<file path="config.mk">
export PLATFORM = sky130hd
export DESIGN_NAME = seg7_capture
export DESIGN_NICKNAME = d
export VERILOG_FILES = /design/src/rtl/seg7_pkg.sv /design/src/rtl/seg7_pattern_decode.sv /design/src/rtl/seg7_capture.sv
export SDC_FILE = /design/constraint.sdc
export NUM_CORES = 1
export LEC_CHECK = 0
export ABC_AREA = 1
export BUFFER_PORTS_ARGS = -buffer_cell sky130_fd_sc_hd__buf_2
export CELL_PAD_IN_SITES_DETAIL_PLACEMENT = 1
export CELL_PAD_IN_SITES_GLOBAL_PLACEMENT = 1
export CORE_MARGIN = 4
export CORE_UTILIZATION = 38
export CTS_BUF_LIST = sky130_fd_sc_hd__clkbuf_8 sky130_fd_sc_hd__clkbuf_16
export DETAILED_ROUTE_END_ITERATION = 10
export PLACE_DENSITY = 0.71
export RECOVER_POWER = 100
export SETUP_SLACK_MARGIN = 0.4
export SKIP_LAST_GASP = 1
export SYNTH_ARGS = -nofsm -noshare
export SYNTH_HDL_FRONTEND = slang
export SYNTH_SLANG_ARGS = --single-unit
</file>
<file path="constraint.sdc">
create_clock -name clk_i -period 1.6 [get_ports clk_i]
set_input_delay 0 -clock clk_i [delete_from_list [all_inputs] [get_ports clk_i]]
set_output_delay 0 -clock clk_i [all_outputs]
set_load 0.02 [all_outputs]
</file>
<file path="src/rtl/seg7_pkg.sv">
// -----------------------------------------------------------------------------
// seg7_pkg
//   Definitions shared by both ends of the 7-segment digit interface (segment
//   driver and seg7_capture), so that both use one glyph table.
//   - SEG_W        : number of segment lines (7)
//   - seg_pat_t    : segment pattern, index 0 = g ... index 6 = a, so a
//                    literal is written left to right as g f e d c b a
//   - GLYPH_TABLE  : active-high segment pattern for each hex nibble 0..F
//   - SEG_BLANK    : all segments off
//   - cap_state_t  : capture FSM states
// -----------------------------------------------------------------------------
package seg7_pkg;

  localparam int SEG_W    = 7;
  localparam int NIBBLE_W = 4;
  localparam int N_GLYPHS = 16;

  typedef logic [0:SEG_W-1] seg_pat_t;

  localparam seg_pat_t SEG_BLANK = 7'b0000000;

  // Entry i is the pattern that displays hex digit i.
  localparam seg_pat_t GLYPH_TABLE [N_GLYPHS] = '{
    7'b0111111,  // 0
    7'b0000110,  // 1
    7'b1011011,  // 2
    7'b1001111,  // 3
    7'b1100110,  // 4
    7'b1101101,  // 5
    7'b1111101,  // 6
    7'b0000111,  // 7
    7'b1111111,  // 8
    7'b1101111,  // 9
    7'b1110111,  // A
    7'b1111100,  // b
    7'b0111001,  // C
    7'b1011110,  // d
    7'b1111001,  // E
    7'b1110001   // F
  };

  typedef enum logic [1:0] {
    IDLE    = 2'd0,
    SETTLE  = 2'd1,
    CAPTURE = 2'd2,
    HOLD    = 2'd3
  } cap_state_t;

endpackage

</file>
<file path="src/rtl/seg7_pattern_decode.sv">
// -----------------------------------------------------------------------------
// seg7_pattern_decode
//   Combinational reverse lookup of a normalized (active-high) segment pattern
//   into its hex nibble.
//   Ports:
//     pat    in   seg_pat_t  normalized segment pattern (index 0 = g)
//     hit    out  1          pattern matches one of the 16 glyphs
//     nibble out  4          nibble of the matching glyph, 0 when no hit
// -----------------------------------------------------------------------------
import seg7_pkg::*;

module seg7_pattern_decode (
  input  seg_pat_t                pat,
  output logic                    hit,
  output logic [NIBBLE_W-1:0]     nibble
);

  // Compare against every glyph; the table entries are unique, so at most one matches.
  always_comb begin
    hit    = 1'b0;
    nibble = {NIBBLE_W{1'b0}};
    for (int i = 0; i < N_GLYPHS; i++) begin
      if (pat == GLYPH_TABLE[i]) begin
        hit    = 1'b1;
        nibble = NIBBLE_W'(i);
      end else begin
        hit    = hit;
        nibble = nibble;
      end
    end
  end

endmodule

</file>
<file path="src/rtl/seg7_capture.sv">
// -----------------------------------------------------------------------------
// seg7_capture
//   Receive side of a multiplexed 7-segment bus. Synchronizes the segment
//   lines, the one-hot digit select and the polarity strap, waits until the
//   normalized {pattern, select} pair has been stable for STABLE_CYCLES
//   samples, then decodes the pattern once and stores the nibble for the
//   selected digit.
//
//   Optional feature (compile-time macro SEG7_BLANK_DETECT_EN):
//     defined     : an all-off pattern clears valid_o for that digit and pulses
//                   upd_o (digit nibble kept, no err_o)
//     not defined : an all-off pattern is a glyph miss and pulses err_o
//
//   Ports:
//     clk_i       in   1             system clock
//     rst_ni      in   1             asynchronous active-low reset
//     seg_i       in   [0:6]         segment lines, index 0 = g ... 6 = a
//     sel_i       in   N_DIGITS      digit select, one-hot, active high
//     polarity_i  in   1             1: segments active high, 0: active low
//     digits_o    out  4*N_DIGITS    decoded nibbles, digit k at [4k+3:4k]
//     valid_o     out  N_DIGITS      digit k holds a decoded value (sticky)
//     upd_o       out  1             one-cycle pulse: a digit entry was written
//     upd_idx_o   out  IDX_W         index of written digit while upd_o = 1
//     err_o       out  1             one-cycle pulse: stable pattern is no glyph
// -----------------------------------------------------------------------------
import seg7_pkg::*;

module seg7_capture #(
  parameter  int N_DIGITS      = 4,
  parameter  int STABLE_CYCLES = 4,
  localparam int IDX_W         = (N_DIGITS > 1) ? $clog2(N_DIGITS) : 1
) (
  input  logic                    clk_i,
  input  logic                    rst_ni,
  input  seg_pat_t                seg_i,
  input  logic [N_DIGITS-1:0]     sel_i,
  input  logic                    polarity_i,
  output logic [4*N_DIGITS-1:0]   digits_o,
  output logic [N_DIGITS-1:0]     valid_o,
  output logic                    upd_o,
  output logic [IDX_W-1:0]        upd_idx_o,
  output logic                    err_o
);

  localparam int CNT_W = $clog2(STABLE_CYCLES + 1);

  localparam logic [CNT_W-1:0] CNT_ZERO      = {CNT_W{1'b0}};
  localparam logic [CNT_W-1:0] CNT_ONE       = CNT_W'(1);
  localparam logic [CNT_W:0]   STABLE_TARGET = (CNT_W + 1)'(STABLE_CYCLES);

`ifdef SEG7_BLANK_DETECT_EN
  localparam bit BLANK_DETECT = 1'b1;
`else
  localparam bit BLANK_DETECT = 1'b0;
`endif

  // Two-flop synchronizer stages.
  seg_pat_t              seg_meta_r;
  seg_pat_t              seg_sync_r;
  logic [N_DIGITS-1:0]   sel_meta_r;
  logic [N_DIGITS-1:0]   sel_sync_r;
  logic                  pol_meta_r;
  logic                  pol_sync_r;

  // Previous-cycle copy of the normalized sample, used both for change
  // detection and as the value decoded in the CAPTURE cycle.
  seg_pat_t              stable_pat_r;
  logic [N_DIGITS-1:0]   stable_sel_r;

  cap_state_t            state_r;
  logic [CNT_W-1:0]      cnt_r;

  seg_pat_t              pat_s;
  logic                  one_hot_s;
  logic                  change_s;
  logic                  blank_s;
  logic [CNT_W:0]        cnt_inc_s;
  logic [IDX_W-1:0]      cap_idx_s;
  logic                  dec_hit_s;
  logic [NIBBLE_W-1:0]   dec_nibble_s;

  // Bring the asynchronous pin inputs into the clock domain.
  always_ff @(posedge clk_i or negedge rst_ni) begin
    if (!rst_ni) begin
      seg_meta_r <= {SEG_W{1'b0}};
      seg_sync_r <= {SEG_W{1'b0}};
      sel_meta_r <= {N_DIGITS{1'b0}};
      sel_sync_r <= {N_DIGITS{1'b0}};
      pol_meta_r <= 1'b0;
      pol_sync_r <= 1'b0;
    end else begin
      seg_meta_r <= seg_i;
      seg_sync_r <= seg_meta_r;
      sel_meta_r <= sel_i;
      sel_sync_r <= sel_meta_r;
      pol_meta_r <= polarity_i;
      pol_sync_r <= pol_meta_r;
    end
  end

  // Normalize to active-high so decode and change detection ignore bus sense.
  always_comb begin
    if (pol_sync_r) begin
      pat_s = seg_sync_r;
    end else begin
      pat_s = ~seg_sync_r;
    end
  end

  // Sample classification: select validity, change since last cycle, blank.
  always_comb begin
    one_hot_s = (sel_sync_r != {N_DIGITS{1'b0}}) &&
                ((sel_sync_r & (sel_sync_r - N_DIGITS'(1))) == {N_DIGITS{1'b0}});
    change_s  = (pat_s != stable_pat_r) || (sel_sync_r != stable_sel_r);
    blank_s   = (stable_pat_r == SEG_BLANK);
    cnt_inc_s = {1'b0, cnt_r} + {{CNT_W{1'b0}}, 1'b1};
  end

  // Binary index of the digit being captured (stable_sel_r is one-hot there).
  always_comb begin
    cap_idx_s = {IDX_W{1'b0}};
    for (int k = 0; k < N_DIGITS; k++) begin
      if (stable_sel_r[k]) begin
        cap_idx_s = IDX_W'(k);
      end else begin
        cap_idx_s = cap_idx_s;
      end
    end
  end

  seg7_pattern_decode u_decode (
    .pat    (stable_pat_r),
    .hit    (dec_hit_s),
    .nibble (dec_nibble_s)
  );

  // Stability FSM with its run counter and the registered digit/valid/pulse outputs.
  always_ff @(posedge clk_i or negedge rst_ni) begin
    if (!rst_ni) begin
      state_r      <= IDLE;
      cnt_r        <= CNT_ZERO;
      stable_pat_r <= {SEG_W{1'b0}};
      stable_sel_r <= {N_DIGITS{1'b0}};
      digits_o     <= {(4 * N_DIGITS){1'b0}};
      valid_o      <= {N_DIGITS{1'b0}};
      upd_o        <= 1'b0;
      upd_idx_o    <= {IDX_W{1'b0}};
      err_o        <= 1'b0;
    end else begin
      upd_o        <= 1'b0;
      err_o        <= 1'b0;
      stable_pat_r <= pat_s;
      stable_sel_r <= sel_sync_r;

      case (state_r)
        IDLE: begin
          if (one_hot_s) begin
            state_r <= SETTLE;
            cnt_r   <= CNT_ONE;
          end else begin
            state_r <= IDLE;
            cnt_r   <= CNT_ZERO;
          end
        end

        SETTLE: begin
          if (!one_hot_s) begin
            state_r <= IDLE;
            cnt_r   <= CNT_ZERO;
          end else if (change_s) begin
            cnt_r   <= CNT_ONE;
          end else if (cnt_inc_s >= STABLE_TARGET) begin
            state_r <= CAPTURE;
            cnt_r   <= cnt_inc_s[CNT_W-1:0];
          end else begin
            cnt_r   <= cnt_inc_s[CNT_W-1:0];
          end
        end

        CAPTURE: begin
          // Decode the value that was stable, not the current sample.
          if (BLANK_DETECT && blank_s) begin
            upd_o     <= 1'b1;
            upd_idx_o <= cap_idx_s;
            for (int k = 0; k < N_DIGITS; k++) begin
              if (stable_sel_r[k]) valid_o[k] <= 1'b0;
            end
          end else if (dec_hit_s) begin
            upd_o     <= 1'b1;
            upd_idx_o <= cap_idx_s;
            for (int k = 0; k < N_DIGITS; k++) begin
              if (stable_sel_r[k]) begin
                digits_o[4*k +: 4] <= dec_nibble_s;
                valid_o[k]         <= 1'b1;
              end
            end
          end else begin
            err_o <= 1'b1;
          end

          // A change arriving in this very cycle already starts the next run.
          if (change_s) begin
            state_r <= SETTLE;
            cnt_r   <= CNT_ONE;
          end else begin
            state_r <= HOLD;
          end
        end

        HOLD: begin
          if (!one_hot_s) begin
            state_r <= IDLE;
            cnt_r   <= CNT_ZERO;
          end else if (change_s) begin
            state_r <= SETTLE;
            cnt_r   <= CNT_ONE;
          end else begin
            state_r <= HOLD;
          end
        end

        default: begin
          state_r <= IDLE;
          cnt_r   <= CNT_ZERO;
        end
      endcase
    end
  end

endmodule

</file>
* After elaboration in Yosys (flattened, before gate mapping) *
Index checks and enable logic that the tools add are counted.
Widths: inputs -> output; s select.

word-level totals
  register bits after elaboration = 64
  input bits = 14
  output and inout port bits = 24
  word-level logic and storage cells = 112

cells by class
  add/subtract/negate cells = 2
  order comparisons = 1
  eq/ne operators = 23
  mux-type cells = 52
  bitwise logic cells = 2
  reductions and logical operators = 11

operator list
  kind                 number
  $eq 7x7->1 const B   12
  $mux 4               8
  $mux 1               24
  $mux 3               8
  $mux 2               9
  $eq 7x3->1 const B   2
  $eq 7x6->1 const B   2
  $pmux 3 s4           1
  $reduce_and 3->1     4
  $pmux 2 s4           1
  $mux 7               1
  $ne 7x7->1           1
  $not 7->7            1
  $ne 3x3->1 const B   2
  $add 3x1->4 const B  1
  $and 4x4->4          1
  $eq 2x2->1 const B   2
  $ge 4x3->1 const B   1
  $logic_not 4->1      1
  $ne 4x4->1           1
  $reduce_and 2->1     2
  $reduce_bool 4->1    1
  $sub 4x1->4 const B  1
  $eq 2x1->1 const B   1
  3 further kinds      3

* Logic depth before layout (Yosys ltp) *
  depth after elaboration = 19
  depth in mapped cells = 13
  gate-level depth less buffers = 12

* By module *
From an unflattened synthesis, not the netlist that was laid out.

second synthesis, totals
  cells, all modules = 324
  area total of the unflattened synthesis = 2805.2 sq um

modules (own cells, without submodules)
  module               instances  cells an instance  area each (sq um)  sequential area each (sq um)
  seg7_capture         1          257                2472.4             1601.5
  seg7_pattern_decode  1          67                 332.8              0.0

* Worst setup path before layout *
OpenSTA, ideal clock, no wires.

  path type = register to register
  start point = register stable_pat_r[5]
  end point = register upd_idx_o[1]
  setup time = 129 ps
  data arrival time = 1416 ps
  data required time = 1471 ps
  setup slack = 55 ps
  stages on the path, launching flop included = 12
  buffers on the path = 1
  clock period less this slack = 1545 ps
  cells stage by stage = dfrtp_1 > nand2_2 > nor2_1 > nand3_1 > nand2_1 > nor2_2 > nand2_4 > nor2_4 > nor2_4 > buf_12 > nand2_4 > nand3_1

between the ends
  word-level cells in the longest chain between the ends = 18
  elaborated cells between the ends (all ways) = 33
  those cells by class = eq/ne: 16; mux: 16; reduce/logical: 1

ends and longest elaborated chain
  what                                   line                       source
  start, declared                        seg7_capture.sv:67         seg_pat_t stable_pat_r;
  start signal, assigned                 seg7_capture.sv:142        stable_pat_r <= {SEG_W{1'b0}};
  start signal, assigned                 seg7_capture.sv:152        stable_pat_r <= pat_s;
  $eq 7x6->1                             seg7_pattern_decode.sv:23  if (pat == GLYPH_TABLE[i]) begin
  $mux 1 (15 in series)                  seg7_pattern_decode.sv:23
  $mux 1 (*)                             seg7_pattern_decode.sv:23
  $reduce_and 2->1 (no source line) (*)  --
  end signal, assigned                   seg7_capture.sv:147        upd_idx_o <= {IDX_W{1'b0}};
  end signal, assigned                   seg7_capture.sv:184        upd_idx_o <= cap_idx_s;
  end signal, assigned                   seg7_capture.sv:190        upd_idx_o <= cap_idx_s;
  end, declared                          seg7_capture.sv:41         output logic [IDX_W-1:0] upd_idx_o,

Mark *: on every way between the ends. The rest lies on a longest branch, timed or not.
A chain may end at the register's enable or synchronous reset.

* Worst setup path in the final report *
  start point = register stable_pat_r[5]
  end point = register digits_o[4]

between the ends
  word-level cells in the longest chain between the ends = 18
  elaborated cells between the ends (all ways) = 48
  those cells by class = eq/ne: 16; mux: 31; reduce/logical: 1

ends and longest elaborated chain
  what                               line                       source
  $eq 7x6->1                         seg7_pattern_decode.sv:23
  $mux 1 (16 in series)              seg7_pattern_decode.sv:23
  $reduce_and 3->1 (no source line)  --
  end signal, assigned               seg7_capture.sv:144        digits_o <= {(4 * N_DIGITS){1'b0}};
  end signal, assigned by index      seg7_capture.sv:193        digits_o[4*k +: 4] <= dec_nibble_s;
  end, declared                      seg7_capture.sv:38         output logic [4*N_DIGITS-1:0] digits_o,

Several ways; a longest one is shown, not always the timed one.

==> run summary <==
DR pass1 iterations: 5
worst path cell trace: nand2_4 -> nor2_8 -> inv_2 -> nor3_1 -> o21bai_1 -> nand4_1 -> nand3_1 -> nand2_1
final worst path period need: 1.80 ns
Reg-to-Reg Start: stable_pat_r[5]$_DFF_PN0_
Slew @ Worst Pin: 0.875 ns
Final Hold Viols: 0
Clock Latency Late Sink: 0.34 ns
outcome: complete, but fails checks
Synth cell types: 26
Avg WL per Cell: 14.6 um
RSZ-0062 raised after global routing: true
gr usage total: 17.7%
first-pass GRT wire length: 12300 um
Core Area: 7250 um^2
Mapped Cells: 336
reg-to-reg slack, setup: -0.20 ns
area grow syn2layout: 45.4%
HP Start: seg_i[4]
clock buffer depth: 2
Max H-tree Level: 3
diode count: 0
vias in the first global route: 2702
Hold Slack: 0.293 ns
pre-CTS setup slack: -0.205 ns
Clk network pwr share: 30.2%
Port Buffers: 37
worst hold path endpoint: seg_meta_r[4]$_DFF_PN0_
final setup violating endpoints: 25
Final HPWL DP: 4870 um
Cell Area, Synth: 2840 um^2
Num CTS Buffers: 9
largest net degree at the start of global routing: 65
CTS Sinks: 64
worst r2r dst: digits_o[4]$_DFFE_PN0P_
grt total ovfl: 0
number of synthesized register bits: 64
clock transition at the registers of the reported paths: 0.07 ns
Int Pwr: 2580 uW
clock skew: 0.00672 ns
post-synthesis area per instance: 8.44 um^2
Root Driver: clkbuf_8
leak pwr: 0.00212 uW
crit-path max FO: 5
Post-Route WL: 7860 um
initial drt markers: 69
FMAX: 556 MHz
die area: 8910 um^2
Slew Viols, Final: 0
fill count: 877
pwr/cell area: 926 nW/um^2
Placer Congestion: 0.806
failing checks: negative setup slack
antenna viol nets, final: 0
Yosys warnings: 0
initial core utilization: 39.1%
floorplan row count: 31
Ports: 38
sequential element share of the synthesized area: 56.5%
Sequential Power Share: 49.9%
CTS tree: done
worst r2r path cells: 8
Logic pwr share: 19.9%
crit share post-route: 112%
TNS Setup: -2.90 ns
share of layout cells above drive strength 1: 42.5%
critical path type: register to register
slowest cell on the critical path: dfrtp_2
Chip Width: 94.4 um
CP max stage delay: 0.46 ns
WHS Path Cells: 2
initial antenna violation count: 0
Chip Height: 94.4 um
crit path launch type: register
crit end category: register
Peak VDD IR: 0.000518 V
max-cap violations: 0
Remaining DRCs: 0
Sw Pwr: 1230 uW
Worst Path Arrival: 2.02 ns
Max-slew headroom: 41.7%
final-stage net count: 449
final worst slack: -0.198 ns
worst hold path class: primary input to register
Switching Share: 32.3%
post-synthesis net count: 351
routed vias: 2548
WP data required: 1.83 ns
vias per cell: 4.74
## power groups by stage
| stage | clock (uW) | combinational, uW | sequential (uW) |
|---|---|---|---|
| 4_1_cts | 1180 | 686 | 1880 |
| 3_3_place_gp | 0 | 600 | 1900 |
| 2_1_floorplan | 0 | 293 | 1980 |
| 5_1_grt | 1270 | 848 | 1920 |
| 6_report | 1150 | 759 | 1900 |
| 3_5_place_dp | 0 | 618 | 1910 |
## registers in the layout, indices dropped and copies added (netlist names), 3 cells and up
signal        flops
stable_sel_r      4
digits_o         16
seg_meta_r        7
sel_meta_r        4
cnt_r             3
sel_sync_r        4
valid_o           4
seg_sync_r        7
stable_pat_r      7
## how the worst max path moves through the flow
stage | from | endpoint | slack (ns) | depth (start not counted)
final | stable_pat_r[5]$_DFF_PN0_ | digits_o[4]$_DFFE_PN0P_ | -0.20 | 8
after global routing | stable_pat_r[5]$_DFF_PN0_ | digits_o[4]$_DFFE_PN0P_ | -0.27 | 8
after CTS | stable_pat_r[4]$_DFF_PN0_ | digits_o[11]$_DFFE_PN0P_ | -0.11 | 12
after detailed placement | stable_pat_r[3]$_DFF_PN0_ | digits_o[12]$_DFFE_PN0P_ | -0.20 | 12
after global placement | stable_pat_r[3]$_DFF_PN0_ | digits_o[12]$_DFFE_PN0P_ | -0.18 | 12
after floorplan | stable_pat_r[4]$_DFF_PN0_ | digits_o[0]$_DFFE_PN0P_ | 0.09 | 12
## worst max-delay path: cells and delay by family, from the launching register on
| family | cells | cell delay, ns |
|---|---|---|
| and+or+nand+nor | 6 | 0.98 |
| DFF | 1 | 0.46 |
| AOI/OAI and AO/OA | 1 | 0.17 |
| buffers and inverters | 1 | 0.07 |
## cells in the final DEF, fill, tap and decap left out, types with 8 or more instances in the layout
master / Yosys / routed
nand3_1: 36 / 28
nand2_4: 4 / 10
nor2_2: 3 / 8
nand3_2: 1 / 9
buf_6: 1 / 9
clkbuf_8: 0 / 9
dfrtp_2: 0 / 8
nor2_4: 3 / 15
buf_4: 1 / 30
buf_2: 2 / 15
nor2_1: 31 / 14
nand2_1: 124 / 68
dlygate4sd3_1: 0 / 13
clkbuf_1: 0 / 23
inv_1: 37 / 37
nand2_2: 4 / 50
dfrtp_1: 64 / 56
## routing by layer
layer  GRT usage (%)  wire length, um
met5               0                0
met3            3.82              269
met2            30.0             4160
met4            7.34              179
met1            21.8             3250
## logic make-up after synthesis
| group | Yosys count | share of synthesized area [%] |
|---|---|---|
| compound gates | 8 | 1.59 |
| xor+xnor | 1 | 0.309 |
| fa+ha+maj | 1 | 0.441 |
| buf+inv | 48 | 7.41 |
| flops | 64 | 56.5 |
| simple gates | 214 | 33.8 |
## cell usage after synthesis, drive strengths merged
master / n / area, um^2
nand4: 3 / 18.8
nand3b: 1 / 7.51
dfrtp: 64 / 1600
inv: 43 / 161
nor2: 38 / 189
o21bai: 1 / 7.51
ha: 1 / 12.5
nand2: 132 / 536
a21oi: 2 / 10.0
nor3: 2 / 10.0
xor2: 1 / 8.76
o21ai: 3 / 15.0
o22ai: 2 / 12.5
nand3: 37 / 190
or2: 1 / 6.26
buf: 5 / 48.8
## repair_timing
action / 4_1_cts / 5_1_grt
resized for setup: 38 / 83
setup endpoints to repair: 29 / 29
gates cloned: 0 / 0
endpoints found under the hold margin: 76 / 0
pin swaps: 11 / 29
setup buffers: 8 / 13
hold buffers: 13 / 0
## per-stage QoR
step	utilization (%)	cells	total power (uW)	instance area, um^2
global route	56.8	537	4040	4120
CTS	51.9	524	3750	3770
detailed placement	45.6	488	2530	3310
global placement	45.6	488	2500	3310
finish	56.8	537	3810	4120
floorplan	-	336	2270	2880
## cell type report
| cell class | count | area (um^2) | area share (%) |
|---|---|---|---|
| Tap cell | 99 | 124 | 3.01 |
| Clock buffer | 9 | 124 | 3.01 |
| Multi-Input combinational cell | 224 | 1410 | 34.1 |
| Inverter | 43 | 181 | 4.40 |
| Clock inverter | 6 | 30.0 | 0.729 |
| Timing Repair Buffer | 92 | 646 | 15.7 |
| Sequential cell | 64 | 1610 | 39.1 |
Power figures use the tool's default switching activity.
